### config.mk
export PLATFORM = sky130hd
export DESIGN_NAME = spi_cfg_ctrl
export DESIGN_NICKNAME = d
export VERILOG_FILES = /design/src/rtl/demoscene_pkg.sv /design/src/rtl/spi_byte_rx.sv /design/src/rtl/spi_cfg_ctrl.sv
export SDC_FILE = /design/constraint.sdc
export NUM_CORES = 1
export LEC_CHECK = 0
export ABC_AREA = 0
export CAP_MARGIN = 25
export CORE_ASPECT_RATIO = 0.5
export CORE_MARGIN = 3
export CORE_UTILIZATION = 52
export DETAILED_ROUTE_END_ITERATION = 8
export HOLD_SLACK_MARGIN = 0.12
export PLACE_DENSITY = 0.85
export SYNTH_ARGS = -nofsm -noshare
export SYNTH_HDL_FRONTEND = slang
export SYNTH_SLANG_ARGS = --single-unit
### constraint.sdc
create_clock -name clk -period 2.7 [get_ports clk]
set_clock_uncertainty 0.15 [all_clocks]
set_input_delay 0.405 -clock clk [delete_from_list [all_inputs] [get_ports clk]]
set_output_delay 0.405 -clock clk [all_outputs]
set_load 0.005 [all_outputs]
### src/rtl/demoscene_pkg.sv
// Shared command-field positions, FSM state type and register map for the
// demoscene SPI configuration controller.
package demoscene_pkg;

    localparam int CMD_RW_BIT   = 7;
    localparam int CMD_RSVD_MSB = 6;
    localparam int CMD_RSVD_LSB = 4;
    localparam int CMD_ADDR_W   = 4;

    typedef enum logic [2:0] {
        IDLE,
        CMD,
        WDATA,
        RDATA,
        ERR
    } cfg_state_t;

    localparam int REG_PALETTE0 = 0;
    localparam int REG_PALETTE1 = 1;
    localparam int REG_PALETTE2 = 2;
    localparam int REG_PALETTE3 = 3;
    localparam int REG_SCROLL   = 4;
    localparam int REG_PWM_TONE = 5;

endpackage

### src/rtl/spi_byte_rx.sv
// SPI mode-0 byte receiver: synchronizes the async pins into clk, detects SCLK
// edges and assembles MSB-first bytes, flagging each completed byte.
module spi_byte_rx #(
    parameter int DATA_W = 8
) (
    input  logic              clk,
    input  logic              rst_n,
    input  logic              sclk,
    input  logic              ssel,
    input  logic              mosi,
    output logic [DATA_W-1:0] rx_byte,
    output logic              byte_valid,
    output logic              sclk_fall,
    output logic              ssel_s
);
    localparam int CW = $clog2(DATA_W);

    logic [1:0]        r_sclk_sync;
    logic [1:0]        r_ssel_sync;
    logic [1:0]        r_mosi_sync;
    logic              r_sclk_d;
    logic [CW-1:0]     r_bit_cnt;
    logic [DATA_W-1:0] r_shift;
    logic              r_byte_valid;
    logic              w_sclk_s;
    logic              w_sclk_rise;

    assign w_sclk_s    = r_sclk_sync[1];
    assign w_sclk_rise = w_sclk_s & ~r_sclk_d;
    assign sclk_fall   = ~w_sclk_s & r_sclk_d;
    assign ssel_s      = r_ssel_sync[1];
    assign rx_byte     = r_shift;
    assign byte_valid  = r_byte_valid;

    // Select resets deasserted so nothing looks like a transaction right after reset.
    always_ff @(posedge clk or negedge rst_n) begin
        if (!rst_n) begin
            r_sclk_sync  <= 2'b00;
            r_ssel_sync  <= 2'b11;
            r_mosi_sync  <= 2'b00;
            r_sclk_d     <= 1'b0;
            r_bit_cnt    <= '0;
            r_shift      <= '0;
            r_byte_valid <= 1'b0;
        end else begin
            r_sclk_sync  <= {r_sclk_sync[0], sclk};
            r_ssel_sync  <= {r_ssel_sync[0], ssel};
            r_mosi_sync  <= {r_mosi_sync[0], mosi};
            r_sclk_d     <= w_sclk_s;
            r_byte_valid <= 1'b0;
            if (ssel_s) begin
                r_bit_cnt <= '0;
            end else if (w_sclk_rise) begin
                r_shift      <= {r_shift[DATA_W-2:0], r_mosi_sync[1]};
                r_bit_cnt    <= r_bit_cnt + 1'b1;
                r_byte_valid <= (r_bit_cnt == CW'(DATA_W - 1));
            end
        end
    end

endmodule

### src/rtl/spi_cfg_ctrl.sv
// SPI-slave config controller: host writes land in staging and are copied to the
// active registers only at frame_start. Define SPI_READBACK_EN for miso read-back.
module spi_cfg_ctrl
    import demoscene_pkg::*;
#(
    parameter int NUM_REGS = 16,
    parameter int DATA_W   = 8
) (
    input  logic                       clk,
    input  logic                       rst_n,
    input  logic                       sclk,
    input  logic                       ssel,
    input  logic                       mosi,
    output logic                       miso,
    input  logic                       frame_start,
    output logic [NUM_REGS*DATA_W-1:0] cfg_regs,
    output logic                       cfg_update,
    output logic                       cmd_err
);
    localparam int AW = $clog2(NUM_REGS);

    logic [DATA_W-1:0]          w_rx_byte;
    logic                       w_byte_valid;
    logic                       w_sclk_fall;
    logic                       w_ssel_s;
    cfg_state_t                 r_state;
    cfg_state_t                 w_next;
    logic [AW-1:0]              r_addr;
    logic [AW-1:0]              w_cmd_addr;
    logic [AW-1:0]              w_ld_addr;
    logic [NUM_REGS*DATA_W-1:0] r_staging;
    logic [NUM_REGS*DATA_W-1:0] r_active;
    logic                       r_pending;
    logic                       r_cfg_update;
    logic                       r_cmd_err;
    logic                       w_cmd_rw;
    logic                       w_cmd_legal;
    logic                       w_cmd_done;
    logic                       w_cmd_bad;
    logic                       w_stage_we;
    logic                       w_rd_load;
    logic                       w_commit;

    spi_byte_rx #(.DATA_W(DATA_W)) u_rx (
        .clk        (clk),
        .rst_n      (rst_n),
        .sclk       (sclk),
        .ssel       (ssel),
        .mosi       (mosi),
        .rx_byte    (w_rx_byte),
        .byte_valid (w_byte_valid),
        .sclk_fall  (w_sclk_fall),
        .ssel_s     (w_ssel_s)
    );

    assign w_cmd_rw   = w_rx_byte[CMD_RW_BIT];
    assign w_cmd_addr = w_rx_byte[AW-1:0];
    assign w_ld_addr  = w_cmd_done ? w_cmd_addr : r_addr;
`ifdef SPI_READBACK_EN
    assign w_cmd_legal = (w_rx_byte[CMD_RSVD_MSB:CMD_RSVD_LSB] == '0);
`else
    assign w_cmd_legal = (w_rx_byte[CMD_RSVD_MSB:CMD_RSVD_LSB] == '0) && w_cmd_rw;
`endif

    always_ff @(posedge clk or negedge rst_n) begin
        if (!rst_n) r_state <= IDLE;
        else        r_state <= w_next;
    end

    always_comb begin
        w_next     = r_state;
        w_cmd_done = 1'b0;
        w_cmd_bad  = 1'b0;
        w_stage_we = 1'b0;
        w_rd_load  = 1'b0;
        case (r_state)
            IDLE:  if (!w_ssel_s) w_next = CMD;
            CMD: begin
                if (w_byte_valid) begin
                    if (w_cmd_legal) begin
                        w_cmd_done = 1'b1;
                        w_rd_load  = !w_cmd_rw;
                        w_next     = w_cmd_rw ? WDATA : RDATA;
                    end else begin
                        w_cmd_bad = 1'b1;
                        w_next    = ERR;
                    end
                end
            end
            WDATA: w_stage_we = w_byte_valid;
            RDATA: w_rd_load  = w_byte_valid;
            ERR:   w_next     = ERR;
            default: w_next   = IDLE;
        endcase
        if (w_ssel_s) w_next = IDLE;
    end

    // Commit only between transactions, so a frame never sees a half-written burst.
    assign w_commit = frame_start && r_pending && (r_state == IDLE) && w_ssel_s && !w_stage_we;

    always_ff @(posedge clk or negedge rst_n) begin
        if (!rst_n) begin
            r_addr       <= '0;
            r_staging    <= '0;
            r_active     <= '0;
            r_pending    <= 1'b0;
            r_cfg_update <= 1'b0;
            r_cmd_err    <= 1'b0;
        end else begin
            r_cfg_update <= w_commit;
            r_cmd_err    <= w_cmd_bad;
            if (w_cmd_done)
                r_addr <= w_cmd_addr + AW'(w_rd_load);
            else if (w_stage_we || w_rd_load)
                r_addr <= r_addr + 1'b1;
            if (w_stage_we)
                r_staging[r_addr*DATA_W +: DATA_W] <= w_rx_byte;
            if (w_commit) begin
                r_active  <= r_staging;
                r_pending <= 1'b0;
            end else if (w_stage_we) begin
                r_pending <= 1'b1;
            end
        end
    end

    assign cfg_regs   = r_active;
    assign cfg_update = r_cfg_update;
    assign cmd_err    = r_cmd_err;

`ifdef SPI_READBACK_EN
    logic [DATA_W-1:0] r_tx;
    logic              r_tx_fresh;

    // A fresh load already presents its MSB, so the first falling edge after it is skipped.
    always_ff @(posedge clk or negedge rst_n) begin
        if (!rst_n) begin
            r_tx       <= '0;
            r_tx_fresh <= 1'b0;
        end else if (w_rd_load) begin
            r_tx       <= r_active[w_ld_addr*DATA_W +: DATA_W];
            r_tx_fresh <= 1'b1;
        end else if (w_sclk_fall) begin
            if (r_tx_fresh) r_tx_fresh <= 1'b0;
            else            r_tx       <= {r_tx[DATA_W-2:0], 1'b0};
        end
    end

    assign miso = (r_state == RDATA) && !w_ssel_s && r_tx[DATA_W-1];
`else
    logic w_unused_rd;
    assign w_unused_rd = w_sclk_fall ^ w_rd_load ^ (|w_ld_addr);
    assign miso        = 1'b0;
`endif

endmodule

==> metrics.md, run 1 <==
| Metric | Value |
|---|---|
| Largest net degree at the start of global routing | 76 |
| RSZ-0062 raised after global routing | no |
| Max Fanout on Critical Path | 8 |
| Via/cell ratio | 5.58 |
| Worst slew pin tran | 0.805 ns |
| Synth Flop Type | dfrtp_1 |
| Register area share after synthesis | 0.610 |
| Setup CP Type | reg2reg |
| Clock share of power | 0.426 |
| Initial DRC count | 567 |
| Maximum VDD drop | 0.299 mV |
| Initial antenna violation count | 0 |
| DP HPWL | 17,800 um |
| Fin area | 0.0143 mm2 |
| Library cells used by synthesis | 60 |
| Share of the synthesized area in the top cell type | 0.606 |
| Input/output buffers | 135 |
| WP data arrival | 2.73 ns |
| Outcome | complete, no violations |
| Clk root buf | clkbuf_16 |
| Gpl congestion | 0.906 |
| # setup viols final | 0 |
| Worst Path Required | 2.93 ns |
| YS warnings | 0 |
| Crit start category | flip-flop |
| CP cell instances | inv_1, ha_2, and3b_1, nor2_2, or3_1, mux2i_1 |
| Slowest stage delay, CP | 0.61 ns |
| Clock Tree Buf Depth | 3 |
| Slew Viols, Final | 0 |
| Vias in the first global route | 7,924 |
| Final setup TNS | 0 ns |
| Leakage power | 6.53 nW |
| Ratio of cells with drive above 1 in the final layout | 0.233 |
| Syn nets | 928 |
| F_max | 400 MHz |
| First-pass GRT wire length | 43,500 um |
| Logic pwr share | 0.061 |
| Ports | 137 |
| Net Sw Frac | 0.232 |
| Grt total ovfl | 0 |
| Slew HR | 0.464 |
| DIE HEIGHT | 112 um |
| Syn_area_per_cell | 12.8 um2 |
| Pwr/cell area | 608 mW/mm2 |
| HP Class | in2reg |
| Num rows | 38 |
| Fin crit share | 0.926 |
| Placement Cell Area | 0.0134 mm2 |
| Antenna Nets Post-Route | 0 |
| Clock Latency Late Sink | 0.52 ns |
| Number of synthesized flops with an enable pin | 0 |
| CTS tree | yes |
| Top post-synthesis cells by area | dfrtp_1 61%, mux2_2 14%, nand2_1 4.2% |
| Max-cap violations | 0 |
| Yosys reg bits | 285 |
| All-Layer GR Usage | 0.221 |
| Total Wirelength | 26,500 um |
| Reg clk slew, reported paths | 0.07 ns |
| Antenna diodes | 0 |
| Nets | 1,071 |
| CP max-delay cell | or3_1 |
| Cell taking the most area after synthesis | dfrtp_1 |
| Synthesis-to-layout area growth | 22.1% |
| Final hold violations | 0 |
| Tmin final | 2.50 ns |
| Inserted Clock Buffers | 24 |
| Final non-filler cell total | 1,372 |
| Critical Path Sink Type | flip-flop |
| PnR worst setup slack | 0.201 ns |
| Synth Instances | 913 |
| Sw power | 2.01 mW |
| Placed insts | 1,329 |
| Reg power frac | 0.513 |
| Most numerous cell in the Yosys netlist | dfrtp_1 |
| Initial Utilization | 0.534 |
| Drt wl/cell | 19.3 um |
| Util after Layout | 0.653 |
| H-tree level count | 1 |
| Internal power | 6.67 mW |
| Die width | 218 um |
| Routed vias | 7,660 |
| Die Area | 0.0244 mm2 |
| TritonRoute pass-1 iters | 5 |
| Commonest cells in the netlist | 283 x dfrtp_1, 144 x mux2_2, 132 x nand2_1 |
| Sinks on the clock net | 285 |
| Core area | 0.0219 mm2 |
| Tot Pwr | 8.69 mW |
| Placement Setup Slack | 0.0811 ns |
| Fraction of registers with async set/reset | 1.00 |
| # DRC | 0 |
| Fin Hold WS | 0.165 ns |
| Cell Area, Synth | 0.0117 mm2 |
## placed cells by master (no fill, tap or decap), types with 12 or more instances in the layout
cell type        count
o21ai_0             74
nor2_1              12
mux2i_1             27
dfrtp_1            283
clkdlybuf4s50_1    134
inv_1               30
o21ai_1             17
mux2_2             144
clkbuf_16           25
nand2_1            132
o31ai_1             55
buf_4               32
## repair_timing
action | in CTS | in global routing
gates resized for setup | 0 | 3
endpoints found under the hold margin | 230 | 0
endpoints found under the setup margin | 0 | 25
hold buffers | 1 | 0
setup buffers | 0 | 0
## final cells by class
type	instances	area [um2]
fillers	1565	7590
flip-flops and latches	285	7130
multi-input cells	540	4080
repair buffers	174	1730
clock buffers	32	692
well taps	300	375
clock inverters	10	154
inverters	31	116
## worst paths after layout
| path | start | end | slack (ns) | cells past startpoint |
|---|---|---|---|---|
| hold reg to reg | u_rx.r_sclk_sync[0] | u_rx.r_sclk_sync[1] | 0.21 | 0 |
| setup / recovery | r_addr[1] | r_staging[113] | 0.20 | 6 |
| hold / removal | ssel | u_rx.r_ssel_sync[0] | 0.16 | 1 |
| max in group asynchronous | rst_n | u_rx.r_ssel_sync[1] | 1.39 | 3 |
| setup reg to reg | r_addr[1] | r_staging[113] | 0.20 | 6 |
| min in group asynchronous | rst_n | cfg_regs[13] | 0.25 | 2 |
## cells by family after synthesis
family | count (synthesis) | synth area share
adder cells (fa/ha/maj) | 9 | 0.00963
XOR/XNOR | 7 | 0.00749
AO/OA/AOI/OAI | 161 | 0.0874
multiplexers | 171 | 0.162
buffers and inverters | 88 | 0.0429
AND/OR/NAND/NOR | 191 | 0.0801
flip-flops | 285 | 0.610
other | 1 | 0.000321
## critical path, delay by kind of cell (launching register included)
kind / cells / cell delay [ns]
buf+inv: 1 / 0.15
fa+ha+maj: 1 / 0.35
mux: 1 / 0.21
simple gates: 3 / 1.02
flops: 1 / 0.47
## routing by layer
metal  vias up  share of wire  global-route usage
met1      3914           0.45               0.320
met2       236           0.48               0.359
met5         -              0                   0
met3        41          0.056              0.0368
met4         0          0.019              0.0464
li1       3469              -                   -
## registers in the layout, indices dropped and copies added (netlist names), 2 cells and up
signal,flops
r_staging,128
u_rx.r_mosi_sync,2
u_rx.r_bit_cnt,3
u_rx.r_sclk_sync,2
u_rx.rx_byte,8
u_rx.r_ssel_sync,2
r_state,3
r_addr,4
cfg_regs,128
## power groups by stage
stage	clock network, mW	logic (mW)	registers (mW)
6_report	3.70	0.526	4.46
5_1_grt	3.93	0.561	4.46
4_1_cts	3.76	0.522	4.46
3_5_place_dp	0	0.516	4.54
3_3_place_gp	0	0.509	4.53
2_1_floorplan	0	0.325	4.47
Power figures use the tool's default switching activity.
==> inputs of run 2 (changes only) <==
--- a/config.mk
+++ b/config.mk
@@ -5,7 +5,6 @@
 export SDC_FILE = /design/constraint.sdc
 export NUM_CORES = 1
 export LEC_CHECK = 0
-export ABC_AREA = 0
 export CAP_MARGIN = 25
 export CORE_ASPECT_RATIO = 0.5
 export CORE_MARGIN = 3
@@ -13,6 +12,7 @@
 export DETAILED_ROUTE_END_ITERATION = 8
 export HOLD_SLACK_MARGIN = 0.12
 export PLACE_DENSITY = 0.85
+export SKIP_CTS_REPAIR_TIMING = 1
 export SYNTH_ARGS = -nofsm -noshare
 export SYNTH_HDL_FRONTEND = slang
 export SYNTH_SLANG_ARGS = --single-unit
==> run 2 against run 1 <==
Against the previous run:
- fmax fell by 0.10%
- critical path depth unchanged
- clock-buffer cell count unchanged
- hold slack barely moved
- setup slack worse by 0.0025 ns
- global-route usage hardly changed
- die area is the same
- via count about the same
- sequential power barely moved
- clock power about the same
- core utilization did not move
- register-to-register slack barely moved
- highest routed layer unchanged
==> metrics.md, run 2 (synthesis results as in run 1) <==
| Metric | Value |
|---|---|
| Outcome | complete, no violations |
| Crit start category | flip-flop |
| Initial Utilization | 0.534 |
| WP data arrival | 2.73 ns |
| Util after Layout | 0.653 |
| Num rows | 38 |
| Vias in the first global route | 7,916 |
| Clock Latency Late Sink | 0.52 ns |
| Worst Path Required | 2.93 ns |
| Drt wl/cell | 19.3 um |
| Fin Hold WS | 0.165 ns |
| Largest net degree at the start of global routing | 76 |
| Leakage power | 6.53 nW |
| Worst path top cell family by delay | simple AND/OR/NAND/NOR gates |
| Nets | 1,071 |
| CP cell instances | inv_1, ha_2, and3b_1, nor2_2, or3_1, mux2i_1 |
| Final setup TNS | 0 ns |
| Commonest non-fill, non-tap cell in the layout | dfrtp_1 |
| Input/output buffers | 135 |
| Antenna diodes | 0 |
| Most frequent cells in the layout | 283 x dfrtp_1, 144 x mux2_2, 134 x clkdlybuf4s50_1, 132 x nand2_1, 74 x o21ai_0 |
| Grt total ovfl | 0 |
| CP max-delay cell | or3_1 |
| Gpl congestion | 0.906 |
| # DRC | 0 |
| Initial antenna violation count | 0 |
| Final non-filler cell total | 1,372 |
| Slew HR | 0.464 |
| Via/cell ratio | 5.59 |
| Total Wirelength | 26,500 um |
| Antenna Nets Post-Route | 0 |
| # setup viols final | 0 |
| Placed insts | 1,329 |
| All-Layer GR Usage | 0.221 |
| DIE HEIGHT | 112 um |
| Maximum VDD drop | 0.299 mV |
| Die width | 218 um |
| Max Fanout on Critical Path | 8 |
| Final hold violations | 0 |
| WP buf/inv | 1 |
| Inserted Clock Buffers | 24 |
| Slowest stage delay, CP | 0.61 ns |
| Tmin final | 2.50 ns |
| Ratio of cells with drive above 1 in the final layout | 0.233 |
| H-tree level count | 1 |
| Worst slew pin tran | 0.805 ns |
| Pwr/cell area | 608 mW/mm2 |
| TritonRoute pass-1 iters | 5 |
| F_max | 400 MHz |
| Max-cap violations | 0 |
| Routed vias | 7,667 |
| Reg clk slew, reported paths | 0.07 ns |
| Setup CP Type | reg2reg |
| Core area | 0.0219 mm2 |
| First-pass GRT wire length | 43,400 um |
| Ports | 137 |
| Critical Path Sink Type | flip-flop |
| Clk root buf | clkbuf_16 |
| RSZ-0062 raised after global routing | no |
| HP Class | in2reg |
| Fin crit share | 0.927 |
| Clock Tree Buf Depth | 3 |
| Sinks on the clock net | 285 |
| Slew Viols, Final | 0 |
| Initial DRC count | 567 |
| DP HPWL | 17,800 um |
| Die Area | 0.0244 mm2 |
| CTS tree | yes |
| Synthesis-to-layout area growth | 22.1% |
-- run 2: area by class of cell --
| class | count | area, um2 |
|---|---|---|
| flip-flops and latches | 285 | 7130 |
| well taps | 300 | 375 |
| inverters | 31 | 116 |
| clock buffers | 32 | 692 |
| multi-input cells | 540 | 4080 |
| fillers | 1567 | 7590 |
| clock inverters | 10 | 154 |
| repair buffers | 174 | 1730 |
-- run 2: path summary, 6_finish.rpt --
check / slack, ns / startpoint / to / cells after the start
min in group asynchronous: 0.25 / rst_n / cfg_regs[13] / 2
max: 0.20 / r_addr[1] / r_staging[113] / 6
max reg2reg: 0.20 / r_addr[1] / r_staging[113] / 6
min reg2reg: 0.21 / u_rx.r_sclk_sync[0] / u_rx.r_sclk_sync[1] / 0
max in group asynchronous: 1.39 / rst_n / u_rx.r_ssel_sync[1] / 3
min: 0.17 / ssel / u_rx.r_ssel_sync[0] / 1
-- run 2: layer usage --
layer  wire, um  part of all wire  track usage
met5          0                 0            0
met4        505             0.019       0.0464
met3       1470             0.055       0.0368
met2      12600              0.48        0.359
met1      11900              0.45        0.320
-- run 2: metrics by stage --
step           worst slack [ns]  instance area (um2)  total power [mW]
3_3_place_gp              0.258                13400              5.04
5_1_grt                  0.0905                14300              8.95
4_1_cts                  0.0639                14300              8.74
3_5_place_dp             0.0811                13400              5.05
2_1_floorplan             0.288                11700              4.80
6_report                  0.198                14300              8.69
-- run 2: where the power goes --
group	switching, mW	internal (mW)	total, mW
clock network	1.52	2.18	3.70
registers	0.132	4.33	4.46
logic	0.365	0.161	0.526
total	2.01	6.67	8.69
